### src/rtl/mem_stage_if.sv
// ---------------------------------------------------------------------------
// mem_stage_if
// Data-bus bundle between the MEM pipeline stage and the data memory.
// The stage issues one request at a time and holds it until it is granted.
// Load data comes back later, qualified by dbus_rvalid_i.
//
// Signals (direction as seen from the stage, i.e. the master):
//   dbus_req_o     out  request valid
//   dbus_we_o      out  1 = store, 0 = load
//   dbus_addr_o    out  word-aligned byte address
//   dbus_be_o      out  byte enables for the addressed word
//   dbus_wdata_o   out  store data, replicated across the byte lanes
//   dbus_gnt_i     in   request accepted this cycle
//   dbus_rvalid_i  in   load data valid this cycle
//   dbus_rdata_i   in   load data (whole word)
// ---------------------------------------------------------------------------
interface mem_stage_if;
    logic        dbus_req_o;
    logic        dbus_we_o;
    logic [31:0] dbus_addr_o;
    logic [3:0]  dbus_be_o;
    logic [31:0] dbus_wdata_o;
    logic        dbus_gnt_i;
    logic        dbus_rvalid_i;
    logic [31:0] dbus_rdata_i;

    modport master (
        output dbus_req_o,
        output dbus_we_o,
        output dbus_addr_o,
        output dbus_be_o,
        output dbus_wdata_o,
        input  dbus_gnt_i,
        input  dbus_rvalid_i,
        input  dbus_rdata_i
    );

    modport slave (
        input  dbus_req_o,
        input  dbus_we_o,
        input  dbus_addr_o,
        input  dbus_be_o,
        input  dbus_wdata_o,
        output dbus_gnt_i,
        output dbus_rvalid_i,
        output dbus_rdata_i
    );
endinterface

### src/rtl/mem_stage.sv
// ---------------------------------------------------------------------------
// mem_stage
// MEM pipeline stage. It issues loads and stores on the data bus and formats
// returned load data (lane select plus sign/zero extension). It also stalls
// the pipeline while a bus transaction is in flight. Instructions that do
// not access memory pass straight through with no added latency.
//
// Ports:
//   clk, rst_n          clock (rising edge), asynchronous active-low reset
//   ex_*_i              instruction from EX: valid, result/address, dest reg,
//                       load/store flags, access size, unsigned flag, store data
//   dbus                mem_stage_if.master data-bus bundle
//   mem_op_c_o          result to MEM/WB (load data or pass-through ex_op_c_i)
//   mem_reg_waddr_o     destination register to MEM/WB (0 when no instruction)
//   mem_stall_o         freeze upstream stages and MEM/WB
//   mem_misalign_o      misaligned access detected (optional checker only)
//
// Configuration:
//   MEM_MISALIGN_CHK_EN  when defined, a misaligned half or word access is not
//                        issued. mem_misalign_o flags it for one cycle instead.
//                        When undefined, mem_misalign_o is tied to 0 and the
//                        address bits below the access size are ignored.
// ---------------------------------------------------------------------------
module mem_stage (
    input  logic        clk,
    input  logic        rst_n,

    input  logic        ex_valid_i,
    input  logic [31:0] ex_op_c_i,
    input  logic [4:0]  ex_reg_waddr_i,
    input  logic        ex_mem_rd_i,
    input  logic        ex_mem_wr_i,
    input  logic [1:0]  ex_mem_size_i,
    input  logic        ex_mem_unsigned_i,
    input  logic [31:0] ex_mem_wdata_i,

    mem_stage_if.master dbus,

    output logic [31:0] mem_op_c_o,
    output logic [4:0]  mem_reg_waddr_o,
    output logic        mem_stall_o,
    output logic        mem_misalign_o
);

    typedef enum logic {
        IDLE = 1'b0,
        WAIT = 1'b1
    } state_t;

    state_t      state_q, state_d;

    logic [1:0]  off_q;
    logic [1:0]  size_q;
    logic        uns_q;

    logic        access;
    logic        is_load;
    logic        misalign_raw;

    logic        req_int;
    logic        stall_int;
    logic        misalign_int;
    logic        load_accept;
    logic        rsp_valid;

    logic        req_out;
    logic        misalign_out;
    logic [3:0]  be_raw;
    logic [31:0] wdata_raw;
    logic [31:0] load_data;

    // Decode the incoming instruction. When a load flag and a store flag are
    // both set, the access is treated as a load.
    always_comb begin
        access  = ex_valid_i & (ex_mem_rd_i | ex_mem_wr_i);
        is_load = ex_mem_rd_i;
`ifdef MEM_MISALIGN_CHK_EN
        misalign_raw = access &
                       (((ex_mem_size_i == 2'b01) & ex_op_c_i[0]) |
                        (ex_mem_size_i[1] & (ex_op_c_i[1:0] != 2'b00)));
`else
        misalign_raw = 1'b0;
`endif
    end

    // State register. A reset abandons any outstanding load. A late rvalid
    // that arrives after reset is then seen in IDLE, where it is ignored.
    always_ff @(posedge clk or negedge rst_n) begin
        if (!rst_n) begin
            state_q <= IDLE;
        end else begin
            state_q <= state_d;
        end
    end

    // Load attributes are captured when the load is granted. While waiting
    // for rvalid, EX may change, so the returned data is formatted only from
    // these copies.
    always_ff @(posedge clk or negedge rst_n) begin
        if (!rst_n) begin
            off_q  <= 2'b00;
            size_q <= 2'b00;
            uns_q  <= 1'b0;
        end else if (load_accept) begin
            off_q  <= ex_op_c_i[1:0];
            size_q <= ex_mem_size_i;
            uns_q  <= ex_mem_unsigned_i;
        end
    end

    // Next-state and control logic. In IDLE, a request is raised in the same
    // cycle the instruction arrives.
    // A store completes on its grant.
    // A load stalls until its data returns, even in the grant cycle, because
    // the result is not yet available.
    // In WAIT, no new request is issued, so at most one transaction is
    // outstanding.
    always_comb begin
        state_d      = state_q;
        req_int      = 1'b0;
        stall_int    = 1'b0;
        misalign_int = 1'b0;
        load_accept  = 1'b0;
        rsp_valid    = 1'b0;

        case (state_q)
            IDLE: begin
                if (access) begin
                    if (misalign_raw) begin
                        misalign_int = 1'b1;
                    end else begin
                        req_int = 1'b1;
                        if (is_load) begin
                            stall_int = 1'b1;
                            if (dbus.dbus_gnt_i) begin
                                load_accept = 1'b1;
                                state_d     = WAIT;
                            end
                        end else begin
                            stall_int = ~dbus.dbus_gnt_i;
                        end
                    end
                end
            end
            WAIT: begin
                stall_int = ~dbus.dbus_rvalid_i;
                if (dbus.dbus_rvalid_i) begin
                    rsp_valid = 1'b1;
                    state_d   = IDLE;
                end
            end
            default: begin
                state_d = IDLE;
            end
        endcase
    end

    // Byte enables and store-data replication come straight from the EX
    // inputs. Upstream is frozen while the request is ungranted, so these
    // values stay stable until the grant.
    always_comb begin
        case (ex_mem_size_i)
            2'b00: begin
                be_raw    = 4'b0001 << ex_op_c_i[1:0];
                wdata_raw = {4{ex_mem_wdata_i[7:0]}};
            end
            2'b01: begin
                be_raw    = 4'b0011 << {ex_op_c_i[1], 1'b0};
                wdata_raw = {2{ex_mem_wdata_i[15:0]}};
            end
            default: begin
                be_raw    = 4'b1111;
                wdata_raw = ex_mem_wdata_i;
            end
        endcase
    end

    // Bus outputs are forced to 0 while no request is active, and also while
    // reset is asserted.
    always_comb begin
        req_out           = rst_n & req_int;
        misalign_out      = rst_n & misalign_int;
        dbus.dbus_req_o   = req_out;
        dbus.dbus_we_o    = req_out & ~is_load;
        dbus.dbus_addr_o  = req_out ? {ex_op_c_i[31:2], 2'b00} : 32'h0;
        dbus.dbus_be_o    = req_out ? be_raw : 4'b0000;
        dbus.dbus_wdata_o = req_out ? wdata_raw : 32'h0;
        mem_stall_o       = rst_n & stall_int;
        mem_misalign_o    = misalign_out;
    end

    // Select the addressed lane of the returned word, then extend it to
    // 32 bits. A halfword access uses only offset bit 1.
    always_comb begin
        load_data = dbus.dbus_rdata_i;
        case (size_q)
            2'b00: begin
                case (off_q)
                    2'b00:   load_data = {{24{~uns_q & dbus.dbus_rdata_i[7]}},  dbus.dbus_rdata_i[7:0]};
                    2'b01:   load_data = {{24{~uns_q & dbus.dbus_rdata_i[15]}}, dbus.dbus_rdata_i[15:8]};
                    2'b10:   load_data = {{24{~uns_q & dbus.dbus_rdata_i[23]}}, dbus.dbus_rdata_i[23:16]};
                    default: load_data = {{24{~uns_q & dbus.dbus_rdata_i[31]}}, dbus.dbus_rdata_i[31:24]};
                endcase
            end
            2'b01: begin
                if (off_q[1]) begin
                    load_data = {{16{~uns_q & dbus.dbus_rdata_i[31]}}, dbus.dbus_rdata_i[31:16]};
                end else begin
                    load_data = {{16{~uns_q & dbus.dbus_rdata_i[15]}}, dbus.dbus_rdata_i[15:0]};
                end
            end
            default: begin
                load_data = dbus.dbus_rdata_i;
            end
        endcase
    end

    // Results toward MEM/WB. Load data replaces the EX result only in the
    // cycle it returns. A misaligned access that is dropped does not write
    // its destination register.
    always_comb begin
        mem_op_c_o      = rsp_valid ? load_data : ex_op_c_i;
        mem_reg_waddr_o = (ex_valid_i & ~misalign_out) ? ex_reg_waddr_i : 5'd0;
    end

endmodule

### src/flat_wrapper.sv
// flat-port wrapper written by rule: the top's interface ports become plain ports
module mem_stage_flat 
  (clk, rst_n, ex_valid_i, ex_op_c_i, ex_reg_waddr_i, ex_mem_rd_i, ex_mem_wr_i, ex_mem_size_i, ex_mem_unsigned_i, ex_mem_wdata_i, mem_op_c_o, mem_reg_waddr_o, mem_stall_o, mem_misalign_o, dbus_dbus_req_o, dbus_dbus_we_o, dbus_dbus_addr_o, dbus_dbus_be_o, dbus_dbus_wdata_o, dbus_dbus_gnt_i, dbus_dbus_rvalid_i, dbus_dbus_rdata_i);
  mem_stage_if dbus_i ();
  input  logic clk;
  input  logic rst_n;
  input  logic ex_valid_i;
  input  logic [31:0] ex_op_c_i;
  input  logic [4:0] ex_reg_waddr_i;
  input  logic ex_mem_rd_i;
  input  logic ex_mem_wr_i;
  input  logic [1:0] ex_mem_size_i;
  input  logic ex_mem_unsigned_i;
  input  logic [31:0] ex_mem_wdata_i;
  output logic [31:0] mem_op_c_o;
  output logic [4:0] mem_reg_waddr_o;
  output logic mem_stall_o;
  output logic mem_misalign_o;
  output wire logic [$bits(dbus_i.dbus_req_o)-1:0] dbus_dbus_req_o;
  output wire logic [$bits(dbus_i.dbus_we_o)-1:0] dbus_dbus_we_o;
  output wire logic [$bits(dbus_i.dbus_addr_o)-1:0] dbus_dbus_addr_o;
  output wire logic [$bits(dbus_i.dbus_be_o)-1:0] dbus_dbus_be_o;
  output wire logic [$bits(dbus_i.dbus_wdata_o)-1:0] dbus_dbus_wdata_o;
  input wire logic [$bits(dbus_i.dbus_gnt_i)-1:0] dbus_dbus_gnt_i;
  input wire logic [$bits(dbus_i.dbus_rvalid_i)-1:0] dbus_dbus_rvalid_i;
  input wire logic [$bits(dbus_i.dbus_rdata_i)-1:0] dbus_dbus_rdata_i;
  assign dbus_dbus_req_o = dbus_i.dbus_req_o;
  assign dbus_dbus_we_o = dbus_i.dbus_we_o;
  assign dbus_dbus_addr_o = dbus_i.dbus_addr_o;
  assign dbus_dbus_be_o = dbus_i.dbus_be_o;
  assign dbus_dbus_wdata_o = dbus_i.dbus_wdata_o;
  assign dbus_i.dbus_gnt_i = dbus_dbus_gnt_i;
  assign dbus_i.dbus_rvalid_i = dbus_dbus_rvalid_i;
  assign dbus_i.dbus_rdata_i = dbus_dbus_rdata_i;
  mem_stage u_core (.clk(clk), .rst_n(rst_n), .ex_valid_i(ex_valid_i), .ex_op_c_i(ex_op_c_i), .ex_reg_waddr_i(ex_reg_waddr_i), .ex_mem_rd_i(ex_mem_rd_i), .ex_mem_wr_i(ex_mem_wr_i), .ex_mem_size_i(ex_mem_size_i), .ex_mem_unsigned_i(ex_mem_unsigned_i), .ex_mem_wdata_i(ex_mem_wdata_i), .dbus(dbus_i), .mem_op_c_o(mem_op_c_o), .mem_reg_waddr_o(mem_reg_waddr_o), .mem_stall_o(mem_stall_o), .mem_misalign_o(mem_misalign_o));
endmodule
### config.mk
export PLATFORM = sky130hd
export DESIGN_NAME = mem_stage_flat
export DESIGN_NICKNAME = d
export VERILOG_FILES = /design/src/rtl/mem_stage_if.sv /design/src/rtl/mem_stage.sv /design/src/flat_wrapper.sv
export SDC_FILE = /design/constraint.sdc
export NUM_CORES = 1
export LEC_CHECK = 0
export CORE_MARGIN = 4
export CORE_UTILIZATION = 29
export CTS_BUF_LIST = sky130_fd_sc_hd__clkbuf_4 sky130_fd_sc_hd__clkbuf_8 sky130_fd_sc_hd__clkbuf_16
export DETAILED_ROUTE_END_ITERATION = 8
export PLACE_DENSITY = 0.84
export SLEW_MARGIN = 20
export SYNTH_ARGS = -nofsm -noshare
export SYNTH_HDL_FRONTEND = slang
export SYNTH_SLANG_ARGS = --single-unit
### constraint.sdc
create_clock -name clk -period 2.1 [get_ports clk]
set_input_delay 0.315 -clock clk [delete_from_list [all_inputs] [get_ports clk]]
set_output_delay 0.315 -clock clk [all_outputs]
set_load 0.03 [all_outputs]
==> impl_metrics.csv <==
group,metric,value,unit
critical_path,r2r_slack,0.78,ns
final_layout,insertedDiodeCount,0,
global_route,grt_max_degree,35,
status,status,"finished with violations",
place,io_buffers,216,
critical_path,r2r_cells,3,
final_layout,area.growth.synth_to_final,134,%
sta,maxSlewViolCount,0,
floorplan,die_h,90.8,um
global_route,grt.overflow.total,0,
place,place_area,4310,um2
global_route,antenna_found_initial,0,
critical_path,critPathCaptureType,"primary output",
synth,syn_inst,330,
route,routedWlPerCell,17.0,um
synth,async_flop_share,100,%
final_layout,final_cell_area,4660,um2
critical_path,critPathMaxFanout,8,
floorplan,io_pins,220,
route,drcViolationCount,0,
floorplan,die_x,90.8,um
critical_path,cpMaxStageDelayCell,"mux4_2",
synth,synth_warnings,0,
global_route,grt_pass1_vias,3482,
final_layout,drive_gt1_share,36.8,%
cts,clock-sinks,6,
place,gp_congestion,0.953,
status,violations,"negative setup slack",
final_layout,finalNonFillerCells,647,
critical_path,cp_cell_sequence,"mux4_2, a21oi_4, o41a_4, a21oi_2, buf_6",
synth,synth_top_cell_by_area,"and2_1",
cts,numCtsBuffers,3,
synth,avgSynthCellArea,6.02,um2
route,drt-pass1-iter-count,4,
final_layout,layout.nets,683,
sta,fin_skew,0.00108,ns
global_route,grt_usage,25.3,%
critical_path,crit_start,"u_core.off_q[1]",
floorplan,die_area,8240,um2
critical_path,r2r_start,"u_core.state_q",
critical_path,cp_data_arrival_time,1.95,ns
cts,root_buffer,"clkbuf_8",
cts,postCtsHoldBufs,0,
synth,synth_edf_count,0,
floorplan,std_cell_rows,29,
synth,syn_area,1990,um2
sta,rsz0062_at_grt,"true",
route,routed_wl,11000,um
synth,synthTopCellsByArea,"and2_1 (14%), a21oi_1 (11%), nor2_1 (10%)",
sta,holdWs,0.437,ns
critical_path,cpPeakStageDelay,0.56,ns
place,dp_cells,636,
synth,yosysMostFrequentCell,"nor2_1",
critical_path,worstSetupEndpoint,"mem_op_c_o[29]",
route,antenna_left,0,
run,drv_cap,0,
route,drtIter0Drc,83,
final_layout,fillers,533,
critical_path,startpoint_type,"flop",
sta,hold_viol_final,0,
sta,worst_slack,-0.164,ns
power_and_ir_drop,p_per_area,431,nW/um2
sta,setup_viol,30,
floorplan,fp.coreArea,6490,um2
critical_path,crit_required,1.78,ns
route,viasPerCell,5.15,
global_route,grt_pass1_wl,17300,um
power_and_ir_drop,power,2.01,mW
cts,path_clk_slew,0.04,ns
synth,yosysSeqAreaShare,7.55,%
synth,synthDistinctLibCells,32,
synth,netlist_top_cells_count,"nor2_1 (53), and2_1 (44), nand2_1 (44), a21oi_1 (43), clkbuf_1 (24)",
critical_path,critPathKind,"flop to primary output",
cts,clock_latency,0.22,ns
floorplan,start_util,30.6,%
synth,synth_flop_cell,"dfrtp_1",
cts,cts_tree,"yes",
cts,clockBufferDepth,2,
synth,netlist.area_leader.share,13.8,%
power_and_ir_drop,vdd_drop_max,0.000220,V
sta,layout_min_cycle_time,2.26,ns
cts,htreeDepth,1,
power_and_ir_drop,leakagePower,2.10,nW
min_path,hold_class,"input port to asynchronous set/reset pin",
sta,max_freq,442,MHz
synth,ys_ff_latch,6,
route,dr_total_vias,3329,
critical_path,r2r_end,"u_core.size_q[0]",
place,hpwl,8860,um
sta,finalCritPeriodShare,108,%
## cell type report
class / instances / area, um2 / share of cell area [%]
repair buffers: 264 / 2430 / 52.2
multi-input cells: 291 / 1910 / 41.0
flip-flops and latches: 6 / 151 / 3.25
well taps: 77 / 96.3 / 2.07
clock buffers: 3 / 41.3 / 0.887
inverters: 6 / 25.0 / 0.537
## power breakdown
part / leakage [nW] / internal (mW) / switching (mW)
sequential: 0.0719 / 0.141 / 0.0335
combinational: 2.00 / 0.796 / 0.859
clock: 0.0216 / 0.124 / 0.0545
total: 2.10 / 1.06 / 0.947
## cells by family (layout without fill, tap and decap cells)
kind of cell | Yosys count | after routing | share of synthesized area, %
DFF | 6 | 6 | 7.55
AOI/OAI and AO/OA | 92 | 93 | 27.9
and+or+nand+nor | 165 | 165 | 39.6
other | 1 | 3 | 0.189
buffers and inverters | 36 | 273 | 8.37
muxes | 30 | 30 | 16.4
## through the flow
step	TNS (ns)	utilization, %	worst slack [ns]
after CTS	-3.14	69.0	-0.164
after detailed placement	-10.34	66.4	-0.636
after global placement	-9.16	66.4	-0.578
final	-3.02	71.7	-0.164
after global routing	-6.38	71.7	-0.218
after floorplan	0	-	0.0144
## worst min-delay path by stage
stage / depth (start not counted) / endpoint / startpoint
finish: 2 / u_core.state_q / rst_n
floorplan: 0 / u_core.off_q[0] / rst_n
detailed placement: 1 / u_core.uns_q / u_core.uns_q
global route: 2 / u_core.size_q[0] / rst_n
CTS: 2 / u_core.state_q / rst_n
global placement: 1 / u_core.uns_q / u_core.uns_q
## cell usage in the layout, fill, tap and decap left out, types with 7 or more instances in the layout
cell             instances
a21oi_1                 25
a21oi_2                 14
a31oi_1                  9
and2_1                  44
buf_12                   8
buf_4                  124
buf_6                   16
clkdlybuf4s50_1        111
mux2_2                  10
mux2i_1                 18
nand2_1                 43
nand2b_1                 7
nor2_1                  50
o21ai_0                 12
## sequential cells by signal, indices dropped and copies added (netlist names)
register,count
u_core.off_q,2
u_core.size_q,2
u_core.state_q,1
u_core.uns_q,1
## what timing repair did
| action | in CTS | in global routing |
|---|---|---|
| pin swaps | 3 | 11 |
| setup endpoints to repair | 35 | 78 |
| buffers inserted | 4 | 3 |
| cloned | 1 | 0 |
| resized for setup | 129 | 34 |
## worst max-delay path, delay by kind of cell, from the launching register on
| family | cells | cell delay [ns] |
|---|---|---|
| AO/OA/AOI/OAI | 3 | 0.62 |
| buffers and inverters | 1 | 0.14 |
| flip-flops | 1 | 0.40 |
| multiplexers | 1 | 0.56 |
## layer usage
layer | wire length, um | global-route usage, % | vias up
li1 | - | - | 1626
met1 | 3950 | 25.2 | 1511
met2 | 5740 | 50.1 | 169
met3 | 1070 | 8.25 | 23
met4 | 207 | 5.78 | 0
met5 | 0 | 0 | -
No activity file was read; power rests on OpenSTA's default activity.
